File: config.mk
export PLATFORM = sky130hd
export DESIGN_NAME = frame_color_analyzer
export DESIGN_NICKNAME = d
export VERILOG_FILES = /design/src/rtl/frame_color_analyzer_pkg.sv /design/src/rtl/frame_color_analyzer_pixel_classifier.sv /design/src/rtl/frame_color_analyzer.sv
export SDC_FILE = /design/constraint.sdc
export NUM_CORES = 1
export LEC_CHECK = 0
export ABC_AREA = 0
export BUFFER_PORTS_ARGS = -buffer_cell sky130_fd_sc_hd__buf_2
export CAP_MARGIN = 10
export CORE_ASPECT_RATIO = 1.2
export CORE_UTILIZATION = 65
export DETAILED_ROUTE_END_ITERATION = 16
export PLACE_DENSITY = 0.89
export SETUP_SLACK_MARGIN = 0.1
export SLEW_MARGIN = 10
export SYNTH_ARGS = -nofsm -noshare
export SYNTH_HDL_FRONTEND = slang
export SYNTH_SLANG_ARGS = --single-unit
File: constraint.sdc
create_clock -name clk -period 23.8 [get_ports clk]
set_clock_uncertainty 0.2 [all_clocks]
set_input_delay 4.76 -clock clk [delete_from_list [all_inputs] [get_ports clk]]
set_output_delay 4.76 -clock clk [all_outputs]
set_load 0.005 [all_outputs]
File: src/rtl/frame_color_analyzer_pkg.sv
// Shared definitions for the frame colour analyzer: FSM encoding, colour codes
// and the default camera geometry.
package frame_color_analyzer_pkg;

  localparam int         DEF_SCREEN_X = 160;
  localparam int         DEF_SCREEN_Y = 120;
  localparam int         DEF_AW       = 15;
  localparam int         DEF_DW       = 12;
  localparam logic [3:0] DEF_TH       = 4'd8;

  typedef enum logic [1:0] {
    ST_IDLE  = 2'd0,
    ST_SCAN  = 2'd1,
    ST_FLUSH = 2'd2,
    ST_DONE  = 2'd3
  } state_t;

  typedef enum logic [1:0] {
    COLOR_NONE  = 2'd0,
    COLOR_RED   = 2'd1,
    COLOR_GREEN = 2'd2,
    COLOR_BLUE  = 2'd3
  } color_t;

endpackage

File: src/rtl/frame_color_analyzer_pixel_classifier.sv
// Combinational RGB444 pixel classifier: a component wins only if it is a
// strict maximum and reaches the threshold.
module pixel_classifier
  import frame_color_analyzer_pkg::*;
(
  input  logic [11:0] pixel,
  input  logic [3:0]  th,
  output color_t      cls
);

  logic [3:0] r, g, b;

  assign r = pixel[11:8];
  assign g = pixel[7:4];
  assign b = pixel[3:0];

  always_comb begin
    cls = COLOR_NONE;
    if (r >= th && r > g && r > b)
      cls = COLOR_RED;
    else if (g >= th && g > r && g > b)
      cls = COLOR_GREEN;
    else if (b >= th && b > r && b > g)
      cls = COLOR_BLUE;
  end

endmodule

File: src/rtl/frame_color_analyzer.sv
// Scans one frame from the frame buffer in raster order, counts pixels per
// dominant colour class and reports the winning class with its bounding box.
module frame_color_analyzer
  import frame_color_analyzer_pkg::*;
#(
  parameter int         CAM_SCREEN_X = DEF_SCREEN_X,
  parameter int         CAM_SCREEN_Y = DEF_SCREEN_Y,
  parameter int         AW           = DEF_AW,
  parameter int         DW           = DEF_DW,
  parameter logic [3:0] TH           = DEF_TH
)(
  input  logic          clk,
  input  logic          rst,
  input  logic          start,
  output logic [AW-1:0] mem_addr,
  input  logic [DW-1:0] mem_data,
  output logic          busy,
  output logic          done,
  output logic [1:0]    color,
  output logic [AW-1:0] cnt_r,
  output logic [AW-1:0] cnt_g,
  output logic [AW-1:0] cnt_b,
  output logic [7:0]    x_min,
  output logic [7:0]    x_max,
  output logic [6:0]    y_min,
  output logic [6:0]    y_max
);

  localparam logic [AW-1:0] LAST_ADDR = AW'(CAM_SCREEN_X * CAM_SCREEN_Y - 1);
  localparam logic [7:0]    X_LAST    = 8'(CAM_SCREEN_X - 1);
  localparam logic [6:0]    Y_LAST    = 7'(CAM_SCREEN_Y - 1);

  state_t        state, state_nxt;
  logic [7:0]    x, x_d;
  logic [6:0]    y, y_d;
  logic          pix_valid;
  logic          clear;
  color_t        cls, sel;

  // Per-class accumulators indexed by colour code; entry 0 (none) is unused.
  logic [AW-1:0] acc_cnt  [4];
  logic [7:0]    acc_xmin [4];
  logic [7:0]    acc_xmax [4];
  logic [6:0]    acc_ymin [4];
  logic [6:0]    acc_ymax [4];
  logic [AW-1:0] nxt_cnt  [4];
  logic [7:0]    nxt_xmin [4];
  logic [7:0]    nxt_xmax [4];
  logic [6:0]    nxt_ymin [4];
  logic [6:0]    nxt_ymax [4];

  pixel_classifier u_classifier (
    .pixel (mem_data[11:0]),
    .th    (TH),
    .cls   (cls)
  );

  assign clear = (state == ST_IDLE) && start;

  always_ff @(posedge clk or posedge rst) begin
    if (rst) state <= ST_IDLE;
    else     state <= state_nxt;
  end

  always_comb begin
    state_nxt = state;
    unique case (state)
      ST_IDLE:  if (start) state_nxt = ST_SCAN;
      ST_SCAN:  if (mem_addr == LAST_ADDR) state_nxt = ST_FLUSH;
      ST_FLUSH: state_nxt = ST_DONE;
      ST_DONE:  state_nxt = ST_IDLE;
      default:  state_nxt = ST_IDLE;
    endcase
  end

  always_comb begin
    busy = (state != ST_IDLE);
    done = (state == ST_DONE);
  end

  always_ff @(posedge clk or posedge rst) begin
    if (rst) begin
      mem_addr  <= '0;
      x         <= '0;
      y         <= '0;
      x_d       <= '0;
      y_d       <= '0;
      pix_valid <= 1'b0;
    end else begin
      // Coordinates trail the address by one cycle to line up with mem_data.
      pix_valid <= (state == ST_SCAN);
      x_d       <= x;
      y_d       <= y;
      if (clear) begin
        mem_addr <= '0;
        x        <= '0;
        y        <= '0;
      end else if (state == ST_SCAN && mem_addr != LAST_ADDR) begin
        mem_addr <= mem_addr + AW'(1);
        if (x == X_LAST) begin
          x <= '0;
          y <= y + 7'd1;
        end else begin
          x <= x + 8'd1;
        end
      end
    end
  end

  always_comb begin
    for (int i = 0; i < 4; i++) begin
      nxt_cnt[i]  = acc_cnt[i];
      nxt_xmin[i] = acc_xmin[i];
      nxt_xmax[i] = acc_xmax[i];
      nxt_ymin[i] = acc_ymin[i];
      nxt_ymax[i] = acc_ymax[i];
    end
    if (pix_valid && cls != COLOR_NONE) begin
      nxt_cnt[cls] = acc_cnt[cls] + AW'(1);
      if (x_d < acc_xmin[cls]) nxt_xmin[cls] = x_d;
      if (x_d > acc_xmax[cls]) nxt_xmax[cls] = x_d;
      if (y_d < acc_ymin[cls]) nxt_ymin[cls] = y_d;
      if (y_d > acc_ymax[cls]) nxt_ymax[cls] = y_d;
    end
  end

  always_ff @(posedge clk or posedge rst) begin
    if (rst) begin
      for (int i = 0; i < 4; i++) begin
        acc_cnt[i]  <= '0;
        acc_xmin[i] <= X_LAST;
        acc_xmax[i] <= '0;
        acc_ymin[i] <= Y_LAST;
        acc_ymax[i] <= '0;
      end
    end else begin
      for (int i = 0; i < 4; i++) begin
        if (clear) begin
          acc_cnt[i]  <= '0;
          acc_xmin[i] <= X_LAST;
          acc_xmax[i] <= '0;
          acc_ymin[i] <= Y_LAST;
          acc_ymax[i] <= '0;
        end else begin
          acc_cnt[i]  <= nxt_cnt[i];
          acc_xmin[i] <= nxt_xmin[i];
          acc_xmax[i] <= nxt_xmax[i];
          acc_ymin[i] <= nxt_ymin[i];
          acc_ymax[i] <= nxt_ymax[i];
        end
      end
    end
  end

  // Winner is chosen from the next-state counts so that the last pixel,
  // classified during FLUSH, is included when results load on entry to DONE.
  always_comb begin
    sel = COLOR_NONE;
    if (nxt_cnt[COLOR_RED] != '0 && nxt_cnt[COLOR_RED] >= nxt_cnt[COLOR_GREEN]
        && nxt_cnt[COLOR_RED] >= nxt_cnt[COLOR_BLUE])
      sel = COLOR_RED;
    else if (nxt_cnt[COLOR_GREEN] != '0 && nxt_cnt[COLOR_GREEN] >= nxt_cnt[COLOR_BLUE])
      sel = COLOR_GREEN;
    else if (nxt_cnt[COLOR_BLUE] != '0)
      sel = COLOR_BLUE;
  end

  always_ff @(posedge clk or posedge rst) begin
    if (rst) begin
      color <= COLOR_NONE;
      cnt_r <= '0;
      cnt_g <= '0;
      cnt_b <= '0;
      x_min <= '0;
      x_max <= '0;
      y_min <= '0;
      y_max <= '0;
    end else if (state == ST_FLUSH) begin
      color <= sel;
      cnt_r <= nxt_cnt[COLOR_RED];
      cnt_g <= nxt_cnt[COLOR_GREEN];
      cnt_b <= nxt_cnt[COLOR_BLUE];
      if (sel == COLOR_NONE) begin
        x_min <= '0;
        x_max <= '0;
        y_min <= '0;
        y_max <= '0;
      end else begin
        x_min <= nxt_xmin[sel];
        x_max <= nxt_xmax[sel];
        y_min <= nxt_ymin[sel];
        y_max <= nxt_ymax[sel];
      end
    end
  end

endmodule

==> impl_metrics.xml <==
<?xml version="1.0" encoding="UTF-8"?>
<metrics>
  <group name="outcome">
    <metric name="outcome" unit="">finished clean</metric>
  </group>
  <group name="clock_network">
    <metric name="tritoncts_clock_tree" unit="">done</metric>
    <metric name="cts_max_level" unit="">1</metric>
    <metric name="cts.sinks" unit="">305</metric>
    <metric name="cts_resized" unit="">0</metric>
    <metric name="cts.hold.buffers_added" unit="">0</metric>
    <metric name="cts.repair_timing.setup_buffer_count" unit="">0</metric>
    <metric name="cts_made_buffers" unit="">30</metric>
    <metric name="root_buffer" unit="">sky130_fd_sc_hd__clkbuf_16</metric>
    <metric name="clock_path_buffers" unit="">3</metric>
    <metric name="clk-insertion-delay-late" unit="ns">0.58</metric>
    <metric name="cts.reportedPaths.clkPinSlew" unit="ns">0.06</metric>
  </group>
  <group name="worst_hold_path">
    <metric name="holdCritPathClass" unit="">flip-flop to flip-flop</metric>
  </group>
  <group name="setup_path">
    <metric name="critPathMaxStageDelay" unit="ns">0.89</metric>
    <metric name="worstPathMaxFanout" unit="">17</metric>
    <metric name="endpoint_kind" unit="">flip-flop</metric>
    <metric name="r2r-start" unit="">acc_cnt[30]</metric>
    <metric name="cp.required" unit="ns">24.06</metric>
    <metric name="worstReg2RegEnd" unit="">y_min[3]</metric>
    <metric name="timing.critical_path.to" unit="">y_min[3]</metric>
    <metric name="arrival" unit="ns">12.81</metric>
    <metric name="worst-r2r-setup-slack" unit="ns">16.62</metric>
    <metric name="timing.setup.critical_path_class" unit="">primary input to flip-flop</metric>
    <metric name="crit_start" unit="">mem_data[11]</metric>
    <metric name="rr_worst_depth" unit="">23</metric>
    <metric name="worst_setup_path_start_kind" unit="">primary input</metric>
    <metric name="cell_type_of_the_slowest_stage_on_the_worst_timing_path" unit="">sky130_fd_sc_hd__nor2_2</metric>
    <metric name="crit_top_cell" unit="">sky130_fd_sc_hd__inv_1</metric>
  </group>
  <group name="layout">
    <metric name="n_fill_cell" unit="">1686</metric>
    <metric name="layout.area.seq" unit="um2">7690</metric>
    <metric name="final_core_utilization" unit="%">73.8</metric>
    <metric name="areaGrowthSynthToFinish" unit="%">10.4</metric>
    <metric name="design.final.nets" unit="">1922</metric>
    <metric name="mostFrequentLayoutCells" unit="">sky130_fd_sc_hd__dfrtp_1 (257), sky130_fd_sc_hd__nor2_1 (237), sky130_fd_sc_hd__nand2_1 (168)</metric>
    <metric name="finalInstanceArea" unit="um2">18400</metric>
    <metric name="drive_above_1_share" unit="%">15.0</metric>
    <metric name="mostFrequentLayoutCell" unit="">sky130_fd_sc_hd__dfrtp_1</metric>
    <metric name="multi_input_comb_area" unit="um2">8360</metric>
  </group>
  <group name="sta">
    <metric name="period_share" unit="%">52.8</metric>
    <metric name="worst_slack" unit="ns">11.24</metric>
    <metric name="max_clock_freq" unit="MHz">79.6</metric>
    <metric name="timing.slew.headroom" unit="%">21.2</metric>
    <metric name="finalSetupViolations" unit="">0</metric>
    <metric name="fin_crit" unit="ns">12.56</metric>
    <metric name="fin_tns_setup" unit="ns">0</metric>
    <metric name="worst-slew-pin-transition" unit="ns">1.18</metric>
    <metric name="rsz_0062_raised_after_global_routing" unit="">false</metric>
    <metric name="slew_violations" unit="">0</metric>
    <metric name="finalHoldViolations" unit="">0</metric>
  </group>
  <group name="power">
    <metric name="p_total" unit="mW">1.66</metric>
    <metric name="pwr_density_cell" unit="nW/um2">89.9</metric>
    <metric name="power.switching" unit="mW">0.577</metric>
    <metric name="internal_power_summed_over_all_cells" unit="mW">1.08</metric>
    <metric name="power_frac_comb" unit="%">30.3</metric>
    <metric name="power.ir.vdd_worst" unit="V">0.0000698</metric>
    <metric name="switching_fraction" unit="%">34.8</metric>
    <metric name="p_seq_share" unit="%">39.5</metric>
    <metric name="p_leak" unit="nW">8.67</metric>
    <metric name="clkPwrFrac" unit="%">30.2</metric>
  </group>
  <group name="logic_synthesis">
    <metric name="synth_top_family_by_area" unit="">simple AND/OR/NAND/NOR gates</metric>
    <metric name="synth-edff-count" unit="">0</metric>
    <metric name="synth-compound-area-share" unit="%">16.2</metric>
    <metric name="yosysSeqAreaShare" unit="%">46.1</metric>
    <metric name="netlist_area" unit="um2">16700</metric>
    <metric name="synth_top_cell_area_share" unit="%">38.5</metric>
    <metric name="synthDominantAreaCellType" unit="">sky130_fd_sc_hd__dfrtp_1</metric>
    <metric name="yosys.area_share.xor_xnor" unit="%">1.78</metric>
    <metric name="post_synth_fa_ha_maj_area_fraction" unit="%">6.11</metric>
    <metric name="synth.avg_cell_area" unit="um2">9.44</metric>
    <metric name="synthTopCellsByArea" unit="">sky130_fd_sc_hd__dfrtp_1 (39%), sky130_fd_sc_hd__dfstp_2 (7.6%), sky130_fd_sc_hd__mux2i_1 (5.9%)</metric>
    <metric name="synthMuxAreaShare" unit="%">6.95</metric>
    <metric name="mapped_nets" unit="">1862</metric>
    <metric name="synth-async-reset-ratio" unit="%">100</metric>
    <metric name="ys.warnings.count" unit="">0</metric>
    <metric name="synth_top_flop_cell" unit="">sky130_fd_sc_hd__dfrtp_1</metric>
    <metric name="synth.ff_latch_count" unit="">305</metric>
    <metric name="yosys.area_share.simple" unit="%">18.9</metric>
    <metric name="synth_cell_type_count" unit="">88</metric>
    <metric name="netlist_instances" unit="">1768</metric>
  </group>
  <group name="detailed_routing">
    <metric name="drtPass1Iterations" unit="">6</metric>
    <metric name="drtAntennaViolNets" unit="">0</metric>
    <metric name="route.detailed.drc" unit="">0</metric>
    <metric name="post_drt_wl_per_cell" unit="um">22.1</metric>
    <metric name="detail_route.wirelength" unit="um">48200</metric>
    <metric name="avgViaCountPerCell" unit="">6.67</metric>
    <metric name="vias" unit="">14500</metric>
    <metric name="drt_first_iter_violations" unit="">1586</metric>
  </group>
  <group name="place">
    <metric name="io_buffer_count" unit="">108</metric>
    <metric name="place_hpwl" unit="um">31800</metric>
    <metric name="gp_routability_congestion" unit="">0.961</metric>
    <metric name="postPlaceCellArea" unit="um2">17400</metric>
    <metric name="dpl_worst_slack" unit="ns">10.85</metric>
  </group>
  <group name="job">
    <metric name="cap_viol_max_count" unit="">0</metric>
  </group>
  <group name="global_route">
    <metric name="grt_antenna_before_repair" unit="">0</metric>
    <metric name="grt_util_all_layers" unit="%">37.2</metric>
    <metric name="globalRoute.totalOverflow" unit="">0</metric>
    <metric name="vias_in_the_first_global_route" unit="">14500</metric>
    <metric name="first_pass_grt_wire_length" unit="um">76800</metric>
    <metric name="pin_count_of_the_biggest_net_entering_global_routing" unit="">95</metric>
  </group>
  <group name="die">
    <metric name="coreArea" unit="um2">25000</metric>
    <metric name="width_of_the_die" unit="um">148</metric>
    <metric name="placement_rows" unit="">63</metric>
    <metric name="initial_cell_density_of_the_core" unit="%">66.8</metric>
    <metric name="dieArea" unit="um2">26300</metric>
    <metric name="die_h" unit="um">178</metric>
    <metric name="io-pin-count" unit="">109</metric>
  </group>
</metrics>
[metal layers]
metal	track usage (%)	share of wire (%)	vias to the layer above
met5	0	0	-
met4	16.3	4.2	0
met3	7.79	10	188
met2	59.0	46	875
met1	49.5	40	7059
li1	-	-	6410
[registers in the layout, summed over array words and instances, names as in the netlist, 28 cells and up]
signal,count
acc_xmin,32
acc_xmax,32
acc_ymax,28
acc_ymin,28
acc_cnt,60
[worst min path at each step]
stage                     cells after the start      to  from
final                                         0  y_d[6]  y[6]
after global routing                          0  y_d[6]  y[6]
after CTS                                     0  y_d[6]  y[6]
after detailed placement                      0  y_d[6]  y[6]
after global placement                        0  y_d[6]  y[6]
after floorplan                               0  y_d[6]  y[6]
[per-stage QoR]
step / hold slack [ns] / instances
6_report: 0.209 / 2179
5_1_grt: 0.221 / 2177
4_1_cts: 0.210 / 2177
3_5_place_dp: 0.194 / 2121
3_3_place_gp: 0.185 / 2121
2_1_floorplan: 0.172 / 1768
[power by group through the flow]
stage | combinational [mW] | sequential (mW) | clock (mW)
after floorplan | 0.363 | 0.643 | 0
after global placement | 0.468 | 0.657 | 0
after detailed placement | 0.481 | 0.659 | 0
after CTS | 0.486 | 0.652 | 0.501
after global routing | 0.540 | 0.660 | 0.521
final | 0.502 | 0.655 | 0.500
[synth_stat cells, drive strengths merged (7+ instances only)]
master,number
a221oi,7
o311ai,7
buf,24
o21a,8
o22ai,8
o221ai,28
clkbuf,76
mux2i,99
inv,59
mux2,15
or3,22
nand4,18
a21o,31
nor2,241
and3,14
o21ai,75
nor3,36
and2,48
xnor2,10
o31ai,11
o211ai,17
and4,13
nand3,64
dfstp,48
a21oi,126
xor2,24
a22oi,18
nor2b,8
a31o,7
a22o,10
nand2,169
nand2b,20
dfrtp,257
a31oi,11
ha,79
[worst max-delay path, delay by kind of cell]
kind / cells / cell delay [ns]
and+or+nand+nor: 7 / 2.91
adders and majority gates: 3 / 0.76
buffers and inverters: 5 / 0.50
xor gates and xnor gates: 1 / 0.28
AOI/OAI and AO/OA: 12 / 3.18
muxes: 1 / 0.42
[logic make-up after synthesis]
family          Yosys count
compound gates          402
mux                     114
flops                   305
simple gates            672
fa+ha+maj                82
xor+xnor                 34
buf+inv                 159
[area by class of cell]
| class | instances | share of cell area (%) |
|---|---|---|
| repair buffers | 128 | 3.75 |
| flip-flops and latches | 305 | 41.7 |
| diodes | 2 | 0.0272 |
| clock inverters | 6 | 0.631 |
| well taps | 325 | 2.21 |
| multi-input cells | 1304 | 45.4 |
| clock buffers | 50 | 5.02 |
| inverters | 59 | 1.24 |
Note: power is estimated with default switching activity, not from simulation.
